`src/rtl/mult_div_if.sv`:
```
// mult_div_if: request/result bundle between the execute stage and the
// iterative multiply/divide unit. The execute stage is the master and
// drives the request side. The unit is the slave and drives the status
// and result side.
interface mult_div_if #(
  parameter int WIDTH = 32
);
  logic             start;
  logic [3:0]       alu_ctrl;
  logic [WIDTH-1:0] op_a;
  logic [WIDTH-1:0] op_b;
  logic             busy;
  logic             done;
  logic [WIDTH-1:0] hi;
  logic [WIDTH-1:0] lo;
  logic             dz;

  modport master (
    output start, alu_ctrl, op_a, op_b,
    input  busy, done, hi, lo, dz
  );

  modport slave (
    input  start, alu_ctrl, op_a, op_b,
    output busy, done, hi, lo, dz
  );
endinterface

```
`src/rtl/mult_div_unit.sv`:
```
// mult_div_unit: iterative signed multiply/divide writing HI/LO.
// Multiply is radix-2 shift-add and divide is restoring division. Each
// retires one bit per cycle on operand magnitudes, and the signs are
// applied in a separate FIX cycle.
// Optional feature macro: MULDIV_DIV_EN. When defined, signed divide
// (alu_ctrl 4'b1011) is supported. When undefined, the divider datapath
// is absent, 4'b1011 is ignored and dz is tied low.
module mult_div_unit #(
  parameter int WIDTH = 32
) (
  input  logic     clk,
  input  logic     rst_n,
  mult_div_if.slave bus
);

  localparam int CW = (WIDTH > 1) ? $clog2(WIDTH) : 1;
  localparam logic [CW-1:0] LAST_ITER = CW'(WIDTH - 1);
  localparam logic [3:0] OP_MUL = 4'b0101;
`ifdef MULDIV_DIV_EN
  localparam logic [3:0] OP_DIV = 4'b1011;
`endif

  typedef enum logic [1:0] {
    IDLE = 2'd0,
    CALC = 2'd1,
    FIX  = 2'd2,
    DONE = 2'd3
  } state_t;

  state_t             state_q, state_d;
  logic [CW-1:0]      cnt_q, cnt_d;
  logic [2*WIDTH-1:0] acc_q, acc_d;
  logic [WIDTH-1:0]   opnd_q, opnd_d;
  logic               neg_q, neg_d;
  logic [WIDTH-1:0]   hi_q, hi_d;
  logic [WIDTH-1:0]   lo_q, lo_d;
  logic               busy_q, busy_d;
  logic               done_q, done_d;
`ifdef MULDIV_DIV_EN
  logic               is_div_q, is_div_d;
  logic               a_neg_q, a_neg_d;
  logic [WIDTH-1:0]   opa_q, opa_d;
  logic               dz_q, dz_d;
`endif

  logic [WIDTH-1:0]   abs_a, abs_b;
  logic [WIDTH:0]     mul_upper;
  logic [2*WIDTH-1:0] mul_next;
  logic [2*WIDTH-1:0] prod_fix;

  // Operand magnitudes. INT_MIN wraps to 2^(WIDTH-1), which is the correct
  // unsigned magnitude.
  assign abs_a = bus.op_a[WIDTH-1] ? (~bus.op_a + 1'b1) : bus.op_a;
  assign abs_b = bus.op_b[WIDTH-1] ? (~bus.op_b + 1'b1) : bus.op_b;

  // Shift-add step. The upper half carries one extra bit, so the carry
  // shifts down into the accumulator together with the multiplier bits.
  assign mul_upper = {1'b0, acc_q[2*WIDTH-1:WIDTH]}
                   + (acc_q[0] ? {1'b0, opnd_q} : {(WIDTH+1){1'b0}});
  assign mul_next  = {mul_upper, acc_q[WIDTH-1:1]};
  assign prod_fix  = neg_q ? (~acc_q + 1'b1) : acc_q;

`ifdef MULDIV_DIV_EN
  logic [WIDTH:0]     div_shift, div_diff;
  logic               div_fits;
  logic [2*WIDTH-1:0] div_next;
  logic [WIDTH-1:0]   quo_fix, rem_fix;

  // Restoring step. The upper half holds the partial remainder and the
  // lower half shifts the dividend out while the quotient bits shift in.
  assign div_shift = {acc_q[2*WIDTH-1:WIDTH], acc_q[WIDTH-1]};
  assign div_fits  = (div_shift >= {1'b0, opnd_q});
  assign div_diff  = div_shift - {1'b0, opnd_q};
  assign div_next  = {(div_fits ? div_diff[WIDTH-1:0] : div_shift[WIDTH-1:0]),
                      acc_q[WIDTH-2:0], div_fits};
  assign quo_fix   = neg_q ? (~acc_q[WIDTH-1:0] + 1'b1) : acc_q[WIDTH-1:0];
  assign rem_fix   = a_neg_q ? (~acc_q[2*WIDTH-1:WIDTH] + 1'b1)
                             : acc_q[2*WIDTH-1:WIDTH];
`endif

  // Next state, datapath updates and registered status for the sequencer.
  always_comb begin
    state_d  = state_q;
    cnt_d    = cnt_q;
    acc_d    = acc_q;
    opnd_d   = opnd_q;
    neg_d    = neg_q;
    hi_d     = hi_q;
    lo_d     = lo_q;
`ifdef MULDIV_DIV_EN
    is_div_d = is_div_q;
    a_neg_d  = a_neg_q;
    opa_d    = opa_q;
    dz_d     = dz_q;
`endif

    case (state_q)
      IDLE: begin
        if (bus.start && (bus.alu_ctrl == OP_MUL)) begin
          opnd_d   = abs_a;
          acc_d    = {{WIDTH{1'b0}}, abs_b};
          neg_d    = bus.op_a[WIDTH-1] ^ bus.op_b[WIDTH-1];
          cnt_d    = '0;
          state_d  = CALC;
`ifdef MULDIV_DIV_EN
          is_div_d = 1'b0;
          dz_d     = 1'b0;
`endif
        end
`ifdef MULDIV_DIV_EN
        else if (bus.start && (bus.alu_ctrl == OP_DIV)) begin
          opnd_d   = abs_b;
          acc_d    = {{WIDTH{1'b0}}, abs_a};
          neg_d    = bus.op_a[WIDTH-1] ^ bus.op_b[WIDTH-1];
          a_neg_d  = bus.op_a[WIDTH-1];
          opa_d    = bus.op_a;
          is_div_d = 1'b1;
          cnt_d    = '0;
          if (bus.op_b == '0) begin
            dz_d    = 1'b1;
            state_d = FIX;
          end else begin
            dz_d    = 1'b0;
            state_d = CALC;
          end
        end
`endif
      end

      CALC: begin
`ifdef MULDIV_DIV_EN
        acc_d = is_div_q ? div_next : mul_next;
`else
        acc_d = mul_next;
`endif
        if (cnt_q == LAST_ITER) begin
          cnt_d   = '0;
          state_d = FIX;
        end else begin
          cnt_d = cnt_q + 1'b1;
        end
      end

      FIX: begin
`ifdef MULDIV_DIV_EN
        if (is_div_q && dz_q) begin
          hi_d = opa_q;
          lo_d = '1;
        end else if (is_div_q) begin
          hi_d = rem_fix;
          lo_d = quo_fix;
        end else begin
          hi_d = prod_fix[2*WIDTH-1:WIDTH];
          lo_d = prod_fix[WIDTH-1:0];
        end
`else
        hi_d = prod_fix[2*WIDTH-1:WIDTH];
        lo_d = prod_fix[WIDTH-1:0];
`endif
        state_d = DONE;
      end

      DONE: begin
        state_d = IDLE;
      end

      default: begin
        state_d = IDLE;
      end
    endcase

    busy_d = (state_d == CALC) || (state_d == FIX);
    done_d = (state_d == DONE);
  end

  // State register with asynchronous abort to the idle reset values.
  always_ff @(posedge clk or negedge rst_n) begin
    if (!rst_n) begin
      state_q <= IDLE;
      busy_q  <= 1'b0;
      done_q  <= 1'b0;
    end else begin
      state_q <= state_d;
      busy_q  <= busy_d;
      done_q  <= done_d;
    end
  end

  // Datapath and result registers. A reset clears any partial result.
  always_ff @(posedge clk or negedge rst_n) begin
    if (!rst_n) begin
      cnt_q    <= '0;
      acc_q    <= '0;
      opnd_q   <= '0;
      neg_q    <= 1'b0;
      hi_q     <= '0;
      lo_q     <= '0;
`ifdef MULDIV_DIV_EN
      is_div_q <= 1'b0;
      a_neg_q  <= 1'b0;
      opa_q    <= '0;
      dz_q     <= 1'b0;
`endif
    end else begin
      cnt_q    <= cnt_d;
      acc_q    <= acc_d;
      opnd_q   <= opnd_d;
      neg_q    <= neg_d;
      hi_q     <= hi_d;
      lo_q     <= lo_d;
`ifdef MULDIV_DIV_EN
      is_div_q <= is_div_d;
      a_neg_q  <= a_neg_d;
      opa_q    <= opa_d;
      dz_q     <= dz_d;
`endif
    end
  end

  assign bus.busy = busy_q;
  assign bus.done = done_q;
  assign bus.hi   = hi_q;
  assign bus.lo   = lo_q;
`ifdef MULDIV_DIV_EN
  assign bus.dz   = dz_q;
`else
  assign bus.dz   = 1'b0;
`endif

endmodule

```
`src/flat_wrapper.sv`:
```
// flat-port wrapper written by rule: the top's interface ports become plain ports
module mult_div_unit_flat 
#(
  parameter int WIDTH = 32
)
  (clk, rst_n, bus_start, bus_alu_ctrl, bus_op_a, bus_op_b, bus_busy, bus_done, bus_hi, bus_lo, bus_dz);
  mult_div_if #(.WIDTH(WIDTH)) bus_i ();
  input  logic clk;
  input  logic rst_n;
  input wire logic [$bits(bus_i.start)-1:0] bus_start;
  input wire logic [$bits(bus_i.alu_ctrl)-1:0] bus_alu_ctrl;
  input wire logic [$bits(bus_i.op_a)-1:0] bus_op_a;
  input wire logic [$bits(bus_i.op_b)-1:0] bus_op_b;
  output wire logic [$bits(bus_i.busy)-1:0] bus_busy;
  output wire logic [$bits(bus_i.done)-1:0] bus_done;
  output wire logic [$bits(bus_i.hi)-1:0] bus_hi;
  output wire logic [$bits(bus_i.lo)-1:0] bus_lo;
  output wire logic [$bits(bus_i.dz)-1:0] bus_dz;
  assign bus_i.start = bus_start;
  assign bus_i.alu_ctrl = bus_alu_ctrl;
  assign bus_i.op_a = bus_op_a;
  assign bus_i.op_b = bus_op_b;
  assign bus_busy = bus_i.busy;
  assign bus_done = bus_i.done;
  assign bus_hi = bus_i.hi;
  assign bus_lo = bus_i.lo;
  assign bus_dz = bus_i.dz;
  mult_div_unit #(.WIDTH(WIDTH)) u_core (.clk(clk), .rst_n(rst_n), .bus(bus_i));
endmodule
```
`config.mk`:
```
export PLATFORM = sky130hd
export DESIGN_NAME = mult_div_unit_flat
export DESIGN_NICKNAME = d
export VERILOG_FILES = /design/src/rtl/mult_div_if.sv /design/src/rtl/mult_div_unit.sv /design/src/flat_wrapper.sv
export SDC_FILE = /design/constraint.sdc
export NUM_CORES = 1
export LEC_CHECK = 0
export CORE_ASPECT_RATIO = 1.75
export CORE_MARGIN = 8
export CORE_UTILIZATION = 43
export DETAILED_ROUTE_END_ITERATION = 8
export GPL_ROUTABILITY_DRIVEN = 0
export PLACE_DENSITY = 0.62
export SLEW_MARGIN = 20
export SYNTH_ARGS = -nofsm -noshare
export SYNTH_HDL_FRONTEND = slang
export SYNTH_SLANG_ARGS = --single-unit
```
`constraint.sdc`:
```
create_clock -name clk -period 6.6 [get_ports clk]
set_input_delay 1.32 -clock clk [delete_from_list [all_inputs] [get_ports clk]]
set_output_delay 1.32 -clock clk [all_outputs]
set_load 0.01 [all_outputs]
```
Word-level counts from Yosys, hierarchy flattened:

Cells that the tools add are included.

* flip-flop bits (word level): 170
* latch bits: 0
* bits in writable memories: 0
* memory bits (read-only): 0
* input bits: 71
* output and inout bits: 67
* memories: 0

* add/subtract/negate cells: 5
* $mul: 0
* div/mod/pow operators: 0
* $lt $le $gt $ge: 0
* equal/unequal tests: 9
* shifts and indexed selects: 0
* multiplexer cells: 12
* bitwise logic cells: 4
* reductions and logical operators: 6

Operator list (number)
* 2-to-1 mux 64 bit: 2
* one-hot mux 64 bit (2 select lines): 1
* 2-to-1 mux 32 bit: 3
* adder 32 x 1 -> 32 bit, second input constant: 2
* adder 64 x 1 -> 64 bit, second input constant: 1
* inverter 32 bit: 2
* inverter 64 bit: 1
* adder 32 x 33 -> 33 bit: 1
* 2-to-1 mux 5 bit: 2
* one-hot mux 5 bit (2 select lines): 1
* equality test 2 bit, second input constant: 4
* one-hot mux 2 bit (4 select lines): 1
* adder 5 x 1 -> 5 bit, second input constant: 1
* equality test 5 bit, second input constant: 1
* equality test 2 x 1 -> 1 bit, second input constant: 2
* equality test 4 x 3 -> 1 bit, second input constant: 1
* 2-to-1 mux 2 bit: 2
* AND reduction 2 bit: 2
* zero test 2 bit: 1
* != test 2 x 1 -> 1 bit, second input constant: 1
* nonzero test 2 bit: 1
* logical AND 1 bit: 1
* logical OR 1 bit: 1
* bitwise XOR 1 bit: 1

Depth between registers and ports, before layout:

* depth in word-level cells: 6
* mapped depth: 13
* mapped depth without buffers: 12

Least setup slack after synthesis:

Ideal clock, no wire load.

* kind: input to register
* start: input port bus_op_b[13]
* end: register u_core.acc_q[29]
* setup time: 0.138 ns
* arrival time: 3.328 ns
* slack: 3.134 ns
* stages: 7
* path buffers: 0
* path through: or4_1 -> or3_1 -> or4_4 -> or2_1 -> o21ai_1 -> xor2_1 -> a21oi_1

* longest elaborated chain between the ends: 5

RTL lines
* from (decl): RTL line flat_wrapper.sv:13 `input wire logic [$bits(bus_i.op_b)-1:0] bus_op_b;`
* inverter 32 bit: RTL line mult_div_unit.sv:54 `assign abs_b = bus.op_b[WIDTH-1] ? (~bus.op_b + 1'b1) : bus.op_b;`
* adder 32 x 1 -> 32 bit: RTL line mult_div_unit.sv:54
* 2-to-1 mux 32 bit: RTL line mult_div_unit.sv:54
* 2-to-1 mux 64 bit: RTL line mult_div_unit.sv:99 `if (bus.start && (bus.alu_ctrl == OP_MUL)) begin`
* one-hot mux 64 bit (2 select lines): RTL line mult_div_unit.sv:97 `case (state_q)`
* to (signal assigned): RTL line mult_div_unit.sv:193 `acc_q <= '0;`
* to (signal assigned): RTL line mult_div_unit.sv:206 `acc_q <= acc_d;`
* to (decl): RTL line mult_div_unit.sv:32 `logic [2*WIDTH-1:0] acc_q, acc_d;`

Every way passes these cells. The select of a mux whose other input is x is not followed.
A chain may end at the register's enable or synchronous reset.

Worst setup path after layout:

* start: input port bus_op_b[13]
* end: register u_core.acc_q[27]

The elaborated chain is that of the path after synthesis.

==> out/results.ini <==
[global_route]
grt_pass1_vias = 9709
grt-ovfl-total = 0
gr-usage-all-layers = 0.211
grt_max_degree = 98
grt_pass1_wl_um = 51200
antenna_found_initial = 0

[floorplanning]
core_area_um2 = 25100
top_level_ports = 138
die_h_um = 227
die_width_um = 137
initial_core_util = 0.437
die_area_um2 = 31100
rows = 77

[worst_setup_path]
cp_max_fo = 4
arrival_ns = 4.00
path_class = primary input to flop
worstSetupStartpointType = primary input
cp.required_ns = 6.90
crit_path_end_kind = flop

[logic_synthesis]
syn_area_per_cell_um2 = 8.59
synthArstFlopShare = 1.00
synth-edff-count = 0
synth_seq_cells = 170
synth.cell_area_um2 = 11000
yosys_warnings = 0
yosysTopAreaCell = dfrtp_1
synth.most_common_cell = nand2_1
synth_flop_cell = dfrtp_1
synth_top_area_frac = 0.388
synth_nets = 1387
yosys-top-cells-count = nand2_1, o21ai_0, dfrtp_1
ys_types = 69
synth.top_cells.by_area = dfrtp_1, xor2_1, o21ai_0
synthCells = 1278
synth-seq-area-share = 0.388

[timing]
finalCritPeriodShare = 0.559
slew_violations = 0
period_needed_ns = 3.69
fmax_ghz = 0.271
clock_skew_ns = 0.0122
setup_violations = 0
max_slew.worst_pin.slew_ns = 0.917
max_slew_margin = 0.383
final_hold_viol_count = 0
tns_ns = 0
rsz0062_at_grt = false

[detailed_routing]
vias_per_cell = 5.63
ant_nets = 0
wl_per_cell_um = 18.9
drt_drc_violations_left = 0
drt_first_iter_violations = 617
firstDrtPassIters = 5
wl_um = 31900
vias = 9537

[final_layout]
insertedDiodeCount = 0
instances_no_fill = 1693
drive_above_1_share = 0.0494
syn_to_final_growth_pct = 19.8
fin_nets = 1473

[placement]
placedCellCount = 1661
dpl.hpwl_um = 24900
place.port_buffers = 136

[clock_network]
htree_levels = 4
cts_setup_buffers = 0
cts_buffers = 17
cts_resized = 0
clockBufferDepth = 2
clk_pin_slew_ns = 0.07
cts_root_buffer = clkbuf_16
cts_hold_buf = 0
clk_latency_ns = 0.45
cts_tree = built
clock-sinks = 170

[flow_run]
maxCapViolations = 0

[status]
status = completed

[worst_hold_path]
holdCritPathClass = flop to flop

[pwr]
leakagePower_nw = 5.45
ir_drop_mv = 0.204
power_density_nw_per_um2 = 316

[worst paths after layout]
| check | start | endpoint | slack [ns] | cells past startpoint |
|---|---|---|---|---|
| worst max-delay path | bus_op_b[13] | u_core.acc_q[27]$_DFFE_PN0P_ | 2.91 | 8 |
| worst min-delay path | u_core.opnd_q[29]$_DFFE_PN0P_ | u_core.opnd_q[29]$_DFFE_PN0P_ | 0.47 | 2 |
| worst max register to register | u_core.acc_q[0]$_DFFE_PN0P_ | u_core.bus.hi[22]$_DFFE_PN0N_ | 2.92 | 9 |
| worst min register to register | u_core.opnd_q[29]$_DFFE_PN0P_ | u_core.opnd_q[29]$_DFFE_PN0P_ | 0.47 | 2 |
| max in group asynchronous | rst_n | u_core.neg_q$_DFFE_PN0P_ | 4.48 | 2 |
| min in group asynchronous | rst_n | u_core.bus.lo[9]$_DFFE_PN0N_ | 0.94 | 1 |
[per-layer routing]
metal	up-vias	global-route usage	share of wire
met4	0	0.116	0.047
met3	66	0.0365	0.040
met2	240	0.393	0.54
met1	4491	0.218	0.37
met5	-	0	0
li1	4740	-	-
[placed cells by master, fill, tap and decap left out, drive strengths merged, types with 31 or more instances in the layout]
cell type      count
dfrtp            170
xnor2             35
o21ai            197
ha                37
nor2              39
and2              31
o31ai             37
nand2            213
xor2             107
clkdlybuf4s50    135
a21oi             50
[critical path: stages]
cell	delay [ns]
clkdlybuf4s50_1	0.46
or4_1	0.59
or3_1	0.38
or4_4	0.54
or2_1	0.29
o21ai_1	0.17
xor2_1	0.16
a21oi_1	0.09
[power breakdown]
group / internal, W / switching, W
clock: 0.000637 / 0.000420
combinational: 0.000588 / 0.000820
sequential: 0.00126 / 0.000428
[cell families after synthesis]
family                     Yosys count  share of synthesized area
DFF                                170                      0.388
buffers and inverters              100                     0.0353
adders and majority gates           38                     0.0440
AOI/OAI and AO/OA                  398                      0.222
and+or+nand+nor                    424                      0.193
muxes                                5                    0.00467
xor gates and xnor gates           142                      0.113
other                                1                   0.000342
[metrics by stage]
stage / setup slack [ns] / hold WS [ns] / total power, W / utilization / instance area (µm²)
floorplan: 3.13 / 0.440 / 0.00260 / - / 11000
finish: 2.91 / 0.469 / 0.00415 / 0.523 / 13100
CTS: 2.87 / 0.476 / 0.00418 / 0.523 / 13100
global route: 2.55 / 0.494 / 0.00443 / 0.523 / 13100
detailed placement: 2.47 / 0.462 / 0.00312 / 0.498 / 12500
global placement: 2.50 / 0.454 / 0.00309 / 0.498 / 12500
[registers in the layout, indices dropped and copies added (netlist names)]
name / flops
u_core.acc_q: 64
u_core.bus.busy: 1
u_core.bus.done: 1
u_core.bus.hi: 32
u_core.bus.lo: 32
u_core.cnt_q: 5
u_core.neg_q: 1
u_core.opnd_q: 32
u_core.state_q: 2
[final cells by class]
class,instances,area (µm²)
fill,2358,12000
inverter,22,82.6
sequential,170,4260
clock inverter,9,136
timing repair buffer,145,1430
clock buffer,23,488
tap,316,395
multi-input combinational,1008,6360
No activity file was read; power rests on OpenSTA's default activity.
